==> config.mk <==
export PLATFORM = sky130hd
export DESIGN_NAME = gb80_oam_dma
export DESIGN_NICKNAME = d
export VERILOG_FILES = /design/src/rtl/gb80_pkg.sv /design/src/rtl/register.sv /design/src/rtl/gb80_oam_dma.sv
export SDC_FILE = /design/constraint.sdc
export NUM_CORES = 1
export LEC_CHECK = 0
export ABC_AREA = 1
export CORE_ASPECT_RATIO = 1.25
export CORE_MARGIN = 2
export CORE_UTILIZATION = 63
export DETAILED_ROUTE_END_ITERATION = 7
export DONT_BUFFER_PORTS = 1
export PLACE_DENSITY = 0.79
export SETUP_SLACK_MARGIN = 0.3
export SYNTH_ARGS = -nofsm -noshare
export SYNTH_HDL_FRONTEND = slang
export SYNTH_SLANG_ARGS = --single-unit
==> constraint.sdc <==
create_clock -name i_clk -period 2.7 [get_ports i_clk]
set_input_delay 0.405 -clock i_clk [delete_from_list [all_inputs] [get_ports i_clk]]
set_output_delay 0.405 -clock i_clk [all_outputs]
set_load 0.01 [all_outputs]
==> src/rtl/gb80_pkg.sv <==
// Shared constants and state encoding for the GB80 OAM DMA engine.
package gb80_pkg;

   typedef enum logic [2:0] {
      ST_IDLE  = 3'd0,
      ST_SETUP = 3'd1,
      ST_READ  = 3'd2,
      ST_WRITE = 3'd3,
      ST_DONE  = 3'd4
   } dma_state_t;

   localparam int          GB_DATA_WIDTH = 8;
   localparam int          GB_ADDR_WIDTH = 16;
   localparam int          OAM_XFER_LEN  = 160;
   localparam logic [15:0] OAM_DEST_BASE = 16'hFE00;

endpackage

==> src/rtl/register.sv <==
// Enable-gated data register with asynchronous active-low clear.
module register #(
   parameter int DATA_WIDTH = 8
) (
   input  logic                  i_clk,
   input  logic                  i_reset,
   input  logic                  i_en,
   input  logic [DATA_WIDTH-1:0] i_d,
   output logic [DATA_WIDTH-1:0] o_q
);

   // Capture data when enabled
   always_ff @(posedge i_clk or negedge i_reset) begin
      if (!i_reset) begin
         o_q <= {DATA_WIDTH{1'b0}};
      end else if (i_en) begin
         o_q <= i_d;
      end else begin
         o_q <= o_q;
      end
   end

endmodule

==> src/rtl/gb80_oam_dma.sv <==
// OAM DMA: copies XFER_LEN bytes from {page, k} to DEST_BASE+k, one read and
// one write cycle per byte, locking the CPU off the memory port while busy.
module gb80_oam_dma
   import gb80_pkg::*;
#(
   parameter int                    DATA_WIDTH = GB_DATA_WIDTH,
   parameter int                    ADDR_WIDTH = GB_ADDR_WIDTH,
   parameter int                    XFER_LEN   = OAM_XFER_LEN,
   parameter logic [ADDR_WIDTH-1:0] DEST_BASE  = ADDR_WIDTH'(OAM_DEST_BASE)
) (
   input  logic                  i_clk,
   input  logic                  i_reset,
   input  logic                  i_start,
   input  logic [7:0]            i_src_page,
   input  logic                  i_cpu_rd,
   input  logic                  i_cpu_wr,
   input  logic [ADDR_WIDTH-1:0] i_cpu_addr,
   input  logic [DATA_WIDTH-1:0] i_cpu_data,
   output logic [DATA_WIDTH-1:0] o_cpu_data,
   output logic                  o_cpu_wait,
   output logic                  o_memory_rd,
   output logic                  o_memory_wr,
   output logic [ADDR_WIDTH-1:0] o_memory_addr,
   output logic [DATA_WIDTH-1:0] o_memory_data,
   input  logic [DATA_WIDTH-1:0] i_memory_data,
   output logic                  o_busy,
   output logic                  o_done
);

   localparam logic [7:0] LAST_IDX = 8'(XFER_LEN - 1);

   dma_state_t            state_r;
   logic [7:0]            page_r;
   logic [7:0]            idx_r;
   logic                  busy_r;
   logic                  done_r;
   logic [DATA_WIDTH-1:0] hold_q_s;
   logic                  hold_en_s;
   logic                  cpu_req_s;

   assign hold_en_s = (state_r == ST_READ);
   assign cpu_req_s = i_cpu_rd | i_cpu_wr;
   assign o_busy    = busy_r;
   assign o_done    = done_r;

   register #(.DATA_WIDTH(DATA_WIDTH)) u_hold (
      .i_clk   (i_clk),
      .i_reset (i_reset),
      .i_en    (hold_en_s),
      .i_d     (i_memory_data),
      .o_q     (hold_q_s)
   );

   // Transfer sequencer; a start pulse overrides whatever is in flight
   always_ff @(posedge i_clk or negedge i_reset) begin
      if (!i_reset) begin
         state_r <= ST_IDLE;
         page_r  <= 8'h00;
         idx_r   <= 8'h00;
         busy_r  <= 1'b0;
         done_r  <= 1'b0;
      end else if (i_start) begin
         state_r <= ST_SETUP;
         page_r  <= i_src_page;
         idx_r   <= 8'h00;
         busy_r  <= 1'b1;
         done_r  <= 1'b0;
      end else begin
         case (state_r)
            ST_SETUP: begin
               state_r <= ST_READ;
               busy_r  <= 1'b1;
               done_r  <= 1'b0;
            end
            ST_READ: begin
               state_r <= ST_WRITE;
               busy_r  <= 1'b1;
               done_r  <= 1'b0;
            end
            ST_WRITE: begin
               if (idx_r == LAST_IDX) begin
                  state_r <= ST_DONE;
                  idx_r   <= 8'h00;
                  busy_r  <= 1'b0;
                  done_r  <= 1'b1;
               end else begin
                  state_r <= ST_READ;
                  idx_r   <= idx_r + 8'd1;
                  busy_r  <= 1'b1;
                  done_r  <= 1'b0;
               end
            end
            ST_DONE: begin
               state_r <= ST_IDLE;
               busy_r  <= 1'b0;
               done_r  <= 1'b0;
            end
            ST_IDLE: begin
               state_r <= ST_IDLE;
               busy_r  <= 1'b0;
               done_r  <= 1'b0;
            end
            default: begin
               state_r <= ST_IDLE;
               idx_r   <= 8'h00;
               busy_r  <= 1'b0;
               done_r  <= 1'b0;
            end
         endcase
      end
   end

   // Memory port owner select: CPU passthrough when idle, DMA otherwise
   always_comb begin
      o_memory_rd   = 1'b0;
      o_memory_wr   = 1'b0;
      o_memory_addr = {ADDR_WIDTH{1'b0}};
      o_memory_data = {DATA_WIDTH{1'b0}};
      o_cpu_data    = {DATA_WIDTH{1'b1}};
      o_cpu_wait    = 1'b0;
      case (state_r)
         ST_IDLE: begin
            o_memory_rd   = i_cpu_rd;
            o_memory_wr   = i_cpu_wr;
            o_memory_addr = i_cpu_addr;
            o_memory_data = i_cpu_data;
            o_cpu_data    = i_memory_data;
         end
         ST_READ: begin
            o_memory_rd   = 1'b1;
            o_memory_addr = ADDR_WIDTH'({page_r, idx_r});
            o_cpu_wait    = cpu_req_s;
         end
         ST_WRITE: begin
            o_memory_wr   = 1'b1;
            o_memory_addr = DEST_BASE + ADDR_WIDTH'(idx_r);
            o_memory_data = hold_q_s;
            o_cpu_wait    = cpu_req_s;
         end
         ST_SETUP, ST_DONE: begin
            o_cpu_wait = cpu_req_s;
         end
         default: begin
            o_cpu_wait = cpu_req_s;
         end
      endcase
   end

endmodule

Word-level counts from Yosys, hierarchy flattened
Index checks and enable logic that the tools add are counted.
- add/sub/neg operators: 2
- mux-type cells: 18
- divide/modulo/power cells: 0
- multiply operators: 0
- equal/unequal tests: 6
- shift operators: 0
- magnitude comparators: 0
- bitwise operators: 1
- reduce and logical (&&, ||, !) cells: 3
- operator list (kind ; number):
    $pmux 16 s3 ; 1
    $pmux 8 s2 ; 2
    $mux 8 ; 3
    $add 10x9->11 const A ; 1
    $pmux 3 s3 ; 1
    $add 8x1->8 const B ; 1
    $eq 8x8->1 const B ; 1
    $eq 3x2->1 const B ; 2
    $mux 1 ; 6
    $mux 3 ; 2
    $pmux 1 s2 ; 3
    $reduce_or 4->1 ; 1
    $eq 3x1->1 const B ; 1
    $eq 3x3->1 const B ; 1
    $logic_not 3->1 ; 1
    $ne 2x1->1 const B ; 1
    $reduce_or 2->1 ; 1
    $or 1x1->1 ; 1
- bits in read-only memories: 0
- bits in latches: 0
- memories: 0
- output and inout bits: 37
- word-level logic and storage cells: 36
- bits in writable memories: 0
- register bits after elaboration: 29
- input bits: 45

Depth between registers and ports, before layout
Gate-level depths: netlist (run 1).
- word-level depth: 4
- mapped depth: 7
- gate-level depth less buffers: 7

Cells and area by module
A second synthesis (run 1) with hierarchy kept.
- cells, all modules: 218
- area total of the unflattened synthesis: 1642.8 um2
- modules (own cells, without submodules) (module ; cells an instance ; area an instance (um2) ; times used):
    gb80_oam_dma ; 184 ; 1337.5 ; 1
    register ; 34 ; 305.3 ; 1

Worst setup path before layout (run 1)
No wires, ideal clock.
- path kind: register to output
- from: reg state_r[2]
- to: out o_memory_addr[8]
- cell stages (with the launch flop): 5
- data arrival time: 1.053 ns
- setup slack: 1.242 ns
- cells stage by stage: dfrtp_1 nor2_1 nand2_1 buf_2 o21ai_0
- longest elaborated chain between the ends: 2
- ends and longest elaborated chain (element ; line ; source):
    from (decl) ; gb80_oam_dma.sv:32 ; dma_state_t state_r;
    from (signal assigned) ; gb80_oam_dma.sv:57 ; state_r <= ST_IDLE;
    from (signal assigned) ; gb80_oam_dma.sv:63 ; state_r <= ST_SETUP;
    from (signal assigned) ; gb80_oam_dma.sv:71 ; state_r <= ST_READ;
    $eq 3x2->1 or $logic_not 3->1 (tied branches) ; gb80_oam_dma.sv:121 ; case (state_r)
    $pmux 16 s3 (*) ; gb80_oam_dma.sv:121 ;
    to (decl) ; gb80_oam_dma.sv:23 ; output logic [ADDR_WIDTH-1:0] o_memory_addr,
Mark *: on every way between the ends. The rest lies on a longest branch, timed or not.

Worst setup path after layout (run 1)
Same ends and word-level chain as after synthesis.

==> reports/metrics.json, run 1 <==
{
  "yosys_register_bits": 29,
  "synth-edff-count": 0,
  "outcome": "finished clean",
  "detail_route.vias_per_cell": 5.69,
  "globalplace.congestion": 0.777,
  "final_layout_size_suffix_gt1_share_pct": 12.8,
  "worst_ep_required_time_ps": 2300,
  "synth_ff_type": "sky130_fd_sc_hd__dfrtp_1",
  "place_worst_setup_slack_ps": 901,
  "cts-buffers-inserted": 5,
  "max-vdd-ir-drop_uv": 439,
  "drcViolationCount": 0,
  "drt_pass1_iterations": 4,
  "synth.lib_cells_used.distinct": 26,
  "critical_path_class": "flip-flop to output port",
  "slew_headroom_pct": 64.1,
  "cts_repair_resize_count": 0,
  "final.fill_count": 202,
  "end_kind": "output port",
  "die_w_um": 50.0,
  "worstPathArrival_ps": 1760,
  "yosysWarnings": 0,
  "report.final.hold_viol_count": 0,
  "power_density_nw_per_um2": 588,
  "min_delay_path_depth": 1,
  "maxCapViolations": 0,
  "static-leakage-power_uw": 0.000816,
  "first_global_vias": 1326,
  "cts_tree": "done",
  "final.min_clock_period_ps": 2160,
  "ctsLongestPathBuffers": 2,
  "worst_tran_pin_value_ps": 537,
  "pin_count": 82,
  "fmaxAchievable_mhz": 462,
  "final_critical_path_setup_slack_ps": 536,
  "route.vias.total": 1434,
  "totalNegativeSetupSlack_ps": 0,
  "gate_count_of_the_mapped_netlist": 218,
  "finalClockSkew_ps": 10.5,
  "clock_insertion_delay_worst_skew_ps": 340,
  "critical_path.startpoint_type": "flip-flop",
  "async_reset_ff_share_pct": 100,
  "clk_transition_reported_paths_ps": 90,
  "setup_viol": 0,
  "global_route_usage_sum_pct": 25.3,
  "pin_count_of_the_biggest_net_entering_global_routing": 34,
  "antenna_found_initial": 0,
  "globalRoute.totalOverflow": 0,
  "mappedNetlistNets": 264,
  "total_length_of_routed_wires_mm": 3.63,
  "std_cell_rows": 20,
  "maxSlewViolCount": 0,
  "routedLengthMet1_mm": 1.44,
  "finalCritPeriodShare_pct": 80.1,
  "multi_input_combinational_cell_area_um2": 736,
  "grt_first_pass_wirelength_mm": 5.66,
  "rsz0062_at_grt": "false",
  "met2_wirelength_mm": 1.85,
  "floorplan.die_area_um2": 3080,
  "placeableCoreArea_um2": 2480,
  "finish.utilization_pct": 70.2,
  "dpl.hpwl_mm": 2.67,
  "buffer_ports.inserted": 0,
  "finalInstanceArea_um2": 1740,
  "wl_met3_um": 263,
  "dieHeight_um": 61.5,
  "r2r.worst_path.cells": 4,
  "number_of_nets_at_the_end_of_the_flow": 264,
  "floorplan.initialDensity_pct": 67.3,
  "num_antenna_cells": 0,
  "detailedRoute.firstIterationViolations": 47,
  "top_layer_used": "met4",
  "area_after_dpl_um2": 1640,
  "clock_tree.htree_level_count": 2,
  "syn-cell-area_um2": 1670,
  "drt.antenna.violating_nets": 0,
  "holdWs_ps": 126,
  "postSynthAreaPerCell_um2": 7.64,
  "cts.sink_count": 29,
  "path_max_fanout": 20,
  "regArea_um2": 726,
  "route.detailed.wl_per_inst_um": 14.4,
  "ctsRootBufferMaster": "sky130_fd_sc_hd__clkbuf_4",
  "min-delay-path-class": "input port to flip-flop",
  "area_delta_synth_final_pct": 4.28,
  "yosysSeqAreaShare_pct": 43.5
}
layer usage:
| metal | vias up | global-route usage (%) |
|---|---|---|
| met4 | 0 | 13.5 |
| met5 | - | 0 |
| met3 | 11 | 7.52 |
| li1 | 702 | - |
| met2 | 64 | 45.3 |
| met1 | 657 | 27.1 |
cell usage in the layout, fill, tap and decap left out, drive strengths merged:
| master | n |
|---|---|
| clkinv | 2 |
| inv | 35 |
| nor2 | 11 |
| nand4 | 4 |
| nand3 | 9 |
| clkbuf | 7 |
| nor3 | 2 |
| or2 | 1 |
| dfrtp | 29 |
| a21oi | 3 |
| a22o | 8 |
| buf | 1 |
| nand2 | 62 |
| o21ai | 36 |
| ha | 1 |
| o211ai | 7 |
| dlygate4sd3 | 1 |
what timing repair did:
action,4_1_cts,5_1_grt
setup buffers,0,0
endpoints found under the hold margin,29,0
hold buffers,2,0
cells in the mapped netlist (3+ instances only):
master,number,area (um^2)
sky130_fd_sc_hd__a22o_1,5,43.8
sky130_fd_sc_hd__dfrtp_1,29,726
sky130_fd_sc_hd__o211ai_1,7,52.6
sky130_fd_sc_hd__o21ai_1,12,60.1
sky130_fd_sc_hd__nand4_1,4,25.0
sky130_fd_sc_hd__a21oi_1,3,15.0
sky130_fd_sc_hd__inv_2,4,15.0
sky130_fd_sc_hd__nand2_1,57,214
sky130_fd_sc_hd__nand3_1,8,40.0
sky130_fd_sc_hd__buf_6,4,45.0
sky130_fd_sc_hd__nor2_1,7,26.3
sky130_fd_sc_hd__inv_1,31,116
sky130_fd_sc_hd__o21ai_0,23,115
sky130_fd_sc_hd__nand2_2,5,31.3
sky130_fd_sc_hd__a22o_2,3,30.0
flip-flops by register name, summed over array words and instances (netlist names):
register / count
idx_r: 8
page_r: 8
o_done: 1
state_r: 3
u_hold.o_q: 8
o_busy: 1
logic make-up after synthesis:
group,share of synthesized area [%]
compound gates,19.5
fa+ha+maj,0.751
buf+inv,12.3
flops,43.5
simple gates,23.9
layout make-up:
class	instances	area share, %
clock buffers	7	3.74
clock inverters	1	0.288
inverters	36	7.78
multi-input cells	144	42.3
flip-flops and latches	29	41.8
well taps	33	2.38
repair buffers	2	1.73
where the power goes:
part	total, uW	internal (uW)	switching, uW
clock	302	151	151
sequential	513	484	29.0
combinational	207	62.6	145
critical path, stage by stage, from the launching register on:
cell	delay, ps
sky130_fd_sc_hd__dfrtp_1	450
sky130_fd_sc_hd__nor2_1	180
sky130_fd_sc_hd__nand2_1	350
sky130_fd_sc_hd__o21ai_0	450
per-stage QoR:
step | instances | power [uW]
final | 252 | 1020
after global routing | 252 | 1080
after CTS | 252 | 1030
after detailed placement | 242 | 716
after global placement | 242 | 707
after floorplan | 218 | 696
worst paths after layout:
| check | start | endpoint | slack, ps |
|---|---|---|---|
| setup / recovery | state_r[2]$_DFF_PN0_ | o_memory_addr[8] | 540 |
| hold / removal | i_start | state_r[1]$_DFF_PN0_ | 130 |
| setup reg to reg | state_r[2]$_DFF_PN0_ | u_hold.o_q[4]$_DFFE_PN0N_ | 1320 |
| hold reg to reg | u_hold.o_q[6]$_DFFE_PN0N_ | u_hold.o_q[6]$_DFFE_PN0N_ | 500 |
| max in group asynchronous | i_reset | idx_r[7]$_DFFE_PN0P_ | 2030 |
| min in group asynchronous | i_reset | o_done$_DFF_PN0_ | 490 |
Note: power is estimated with default switching activity, not from simulation.
==> run 2, diff against run 1 <==
CORE_UTILIZATION = 56   (was 63)
PLACE_DENSITY = 0.74   (was 0.79)
clock period = 1.95 ns   (was 2.7 ns; I/O delays follow)
==> reports/metrics.json, run 2 (synthesis gave the netlist of run 1 again) <==
{
  "biggestRegsByFlops": "idx_r: 8 flops, page_r: 8 flops, u_hold.o_q: 8 flops",
  "detail_route.vias_per_cell": {"value": 5.59, "change": "-1.8%"},
  "globalRoute.totalOverflow": {"value": 0, "change": "unchanged"},
  "layout.cells.most_common": "sky130_fd_sc_hd__nand2_1",
  "dpl.hpwl": {"value": 2.68, "unit": "mm", "change": "+0.60%"},
  "worst_r2r_startpoint": "state_r[0]$_DFF_PN0_",
  "total_length_of_routed_wires": {"value": 3.90, "unit": "mm", "change": "+7.5%"},
  "detailedRoute.firstIterationViolations": {"value": 30, "change": "-36%"},
  "power_density": {"value": 729, "unit": "nW/um^2", "change": "+24%"},
  "max-vdd-ir-drop": {"value": 527, "unit": "uV", "change": "+20%"},
  "antenna_found_initial": {"value": 0, "change": "unchanged"},
  "buffer_ports.inserted": {"value": 0, "change": "unchanged"},
  "number_of_nets_at_the_end_of_the_flow": {"value": 277, "change": "+4.9%"},
  "cts.sink_count": {"value": 29, "change": "unchanged"},
  "floorplan.die_area": {"value": 3430, "unit": "um^2", "change": "+12%"},
  "area_delta_synth_final_pct": 16.4,
  "route.vias.total": {"value": 1487, "change": "+3.7%"},
  "worst_tran_pin_value": {"value": 316, "unit": "ps", "change": "-221 ps"},
  "final.fill_count": {"value": 251, "change": "+24%"},
  "floorplan.initialDensity": {"value": 57.7, "unit": "%", "change": "-9.6 points"},
  "timing.rr.end": "idx_r[0]$_DFFE_PN0P_",
  "finish.utilization": {"value": 67.1, "unit": "%", "change": "-3.1 points"},
  "final_critical_path_setup_slack": {"value": 269, "unit": "ps", "change": "-267 ps"},
  "setup_viol": {"value": 0, "change": "unchanged"},
  "ctsLongestPathBuffers": {"value": 2, "change": "unchanged"},
  "clock_insertion_delay_worst_skew": {"value": 320, "unit": "ps", "change": "-20 ps"},
  "pin_count_of_the_biggest_net_entering_global_routing": {"value": 30, "change": "-12%"},
  "globalplace.congestion": {"value": 0.797, "change": "+2.6%"},
  "holdWs": {"value": 30.7, "unit": "ps", "change": "-95.7 ps"},
  "min-delay-path-class": "input port to flip-flop",
  "cts-buffers-inserted": {"value": 5, "change": "unchanged"},
  "most-common-layout-cells": "56 x sky130_fd_sc_hd__nand2_1, 29 x sky130_fd_sc_hd__inv_1, 27 x sky130_fd_sc_hd__dfrtp_1",
  "place_worst_setup_slack": {"value": 286, "unit": "ps", "change": "-615 ps"},
  "min_delay_path_depth": {"value": 1, "change": "unchanged"},
  "rsz0062_at_grt": "true",
  "pin_count": {"value": 82, "change": "unchanged"},
  "ctsRootBufferMaster": "sky130_fd_sc_hd__clkbuf_4",
  "report.final.hold_viol_count": {"value": 0, "change": "unchanged"},
  "maxCapViolations": {"value": 0, "change": "unchanged"},
  "timing.reg2reg.setup_slack": {"value": 560, "unit": "ps", "change": "-760 ps"},
  "hold-path-endpoint": "state_r[2]$_DFF_PN0_",
  "route.detailed.wl_per_inst": {"value": 14.7, "unit": "um", "change": "+1.8%"},
  "final.min_clock_period_ps": 1680,
  "hold_path_startpoint": "i_start",
  "critical_path.startpoint_type": "flip-flop",
  "end_kind": "output port",
  "critical_path_class": "flip-flop to output port",
  "maxSlewViolCount": {"value": 0, "change": "unchanged"},
  "totalNegativeSetupSlack": {"value": 0, "unit": "ps", "change": "unchanged"},
  "num_antenna_cells": {"value": 0, "change": "unchanged"},
  "first_global_vias": {"value": 1399, "change": "+5.5%"},
  "std_cell_rows": {"value": 22, "change": "+10%"},
  "placeableCoreArea": {"value": 2890, "unit": "um^2", "change": "+17%"},
  "worst_ep_required_time": {"value": 1660, "unit": "ps", "change": "-640 ps"},
  "clk_transition_reported_paths": {"value": 90, "unit": "ps", "change": "about the same"},
  "path_max_fanout": {"value": 16, "change": "-20%"},
  "worstPathArrival": {"value": 1390, "unit": "ps", "change": "-370 ps"},
  "die_w": {"value": 52.8, "unit": "um", "change": "+5.6%"},
  "finalClockSkew": {"value": 14.5, "unit": "ps", "change": "+4.01 ps"},
  "cts_tree": "done",
  "grt_first_pass_wirelength": {"value": 6.22, "unit": "mm", "change": "+9.7%"},
  "drt_pass1_iterations": {"value": 4, "change": "unchanged"},
  "slew_headroom": {"value": 78.8, "unit": "%", "change": "+15 points"},
  "dieHeight": {"value": 65.0, "unit": "um", "change": "+5.7%"},
  "global_route_usage_sum": {"value": 24.5, "unit": "%", "change": "-0.78 points"},
  "final_layout_size_suffix_gt1_share": {"value": 23.0, "unit": "%", "change": "+10 points"},
  "drcViolationCount": {"value": 0, "change": "unchanged"},
  "static-leakage-power": {"value": 0.000913, "unit": "uW", "change": "+12%"},
  "outcome": "finished clean",
  "fmaxAchievable_mhz": 595,
  "r2r.worst_path.cells": {"value": 7, "change": "+3"},
  "clock_tree.htree_level_count": {"value": 2, "change": "unchanged"},
  "finalCritPeriodShare_pct": 86.2,
  "drt.antenna.violating_nets": {"value": 0, "change": "unchanged"}
}
-- run 2: changes by cell type in the layout (fill, tap and decap cells not counted), moves of 2 or more --
cell	before	now
sky130_fd_sc_hd__a22o_4	0	6
sky130_fd_sc_hd__o21ai_0	23	16
sky130_fd_sc_hd__dfrtp_2	0	2
sky130_fd_sc_hd__nor2_4	2	4
sky130_fd_sc_hd__a22o_1	5	2
sky130_fd_sc_hd__o21ai_1	12	15
sky130_fd_sc_hd__o21ai_2	1	5
sky130_fd_sc_hd__a22o_2	3	0
sky130_fd_sc_hd__clkbuf_8	2	0
sky130_fd_sc_hd__dfrtp_1	29	27
sky130_fd_sc_hd__inv_1	31	29
sky130_fd_sc_hd__buf_4	0	10
-- run 2: worst max-delay path by stage --
stage                         to  cells after the start                  from  slack, ps
6_report        o_memory_data[5]                      4  state_r[0]$_DFF_PN0_        270
4_1_cts        o_memory_addr[10]                      4  state_r[1]$_DFF_PN0_        260
2_1_floorplan   o_memory_addr[8]                      4  state_r[2]$_DFF_PN0_        600
5_1_grt              o_memory_rd                      4  state_r[0]$_DFF_PN0_        200
3_5_place_dp   o_memory_addr[13]                      5  state_r[0]$_DFF_PN0_        290
3_3_place_gp    o_memory_data[6]                      4  state_r[0]$_DFF_PN0_        410
-- run 2: layout make-up --
cell class | instances | area, um^2 | share of cell area (%)
Clock inverter | 1 | 5.00 | 0.258
Timing Repair Buffer | 13 | 116 | 6.00
Timing Repair inverter | 2 | 20.0 | 1.03
Tap cell | 36 | 45.0 | 2.32
Multi-Input combinational cell | 144 | 837 | 43.2
Clock buffer | 5 | 37.5 | 1.94
Sequential cell | 29 | 728 | 37.5
Inverter | 36 | 150 | 7.74
-- run 2: critical path: stages (launching register included) --
cell,delay [ps]
sky130_fd_sc_hd__dfrtp_1,440
sky130_fd_sc_hd__nor2_4,190
sky130_fd_sc_hd__nand2_8,120
sky130_fd_sc_hd__inv_8,130
sky130_fd_sc_hd__a22o_1,190
-- run 2: through the flow --
stage / total power, uW / instance area (um^2) / instances
6_report: 1410 / 1940 / 266
5_1_grt: 1500 / 1940 / 266
4_1_cts: 1380 / 1830 / 260
3_5_place_dp: 996 / 1660 / 247
3_3_place_gp: 985 / 1660 / 247
2_1_floorplan: 964 / 1670 / 218
-- run 2: where the power goes --
group          internal, uW  leakage (uW)  switching [uW]
Combinational           143      0.000521             235
Sequential              670      0.000365            50.6
Clock                   125     0.0000269             191
-- run 2: per-layer routing --
metal | wire length [um] | global-route usage (%) | vias to the layer above
met1 | 1520 | 27.5 | 690
li1 | - | - | 727
met4 | 41 | 7.37 | 0
met3 | 259 | 6.91 | 7
met2 | 2080 | 43.8 | 63
met5 | 0 | 0 | -
-- run 2: what timing repair did --
item,in CTS,in global routing
pin swaps,6,9
hold buffers,2,0
endpoints found under the setup margin,35,33
cloned,1,1
endpoints found under the hold margin,29,0
buffers inserted,4,5
resized for setup,24,13
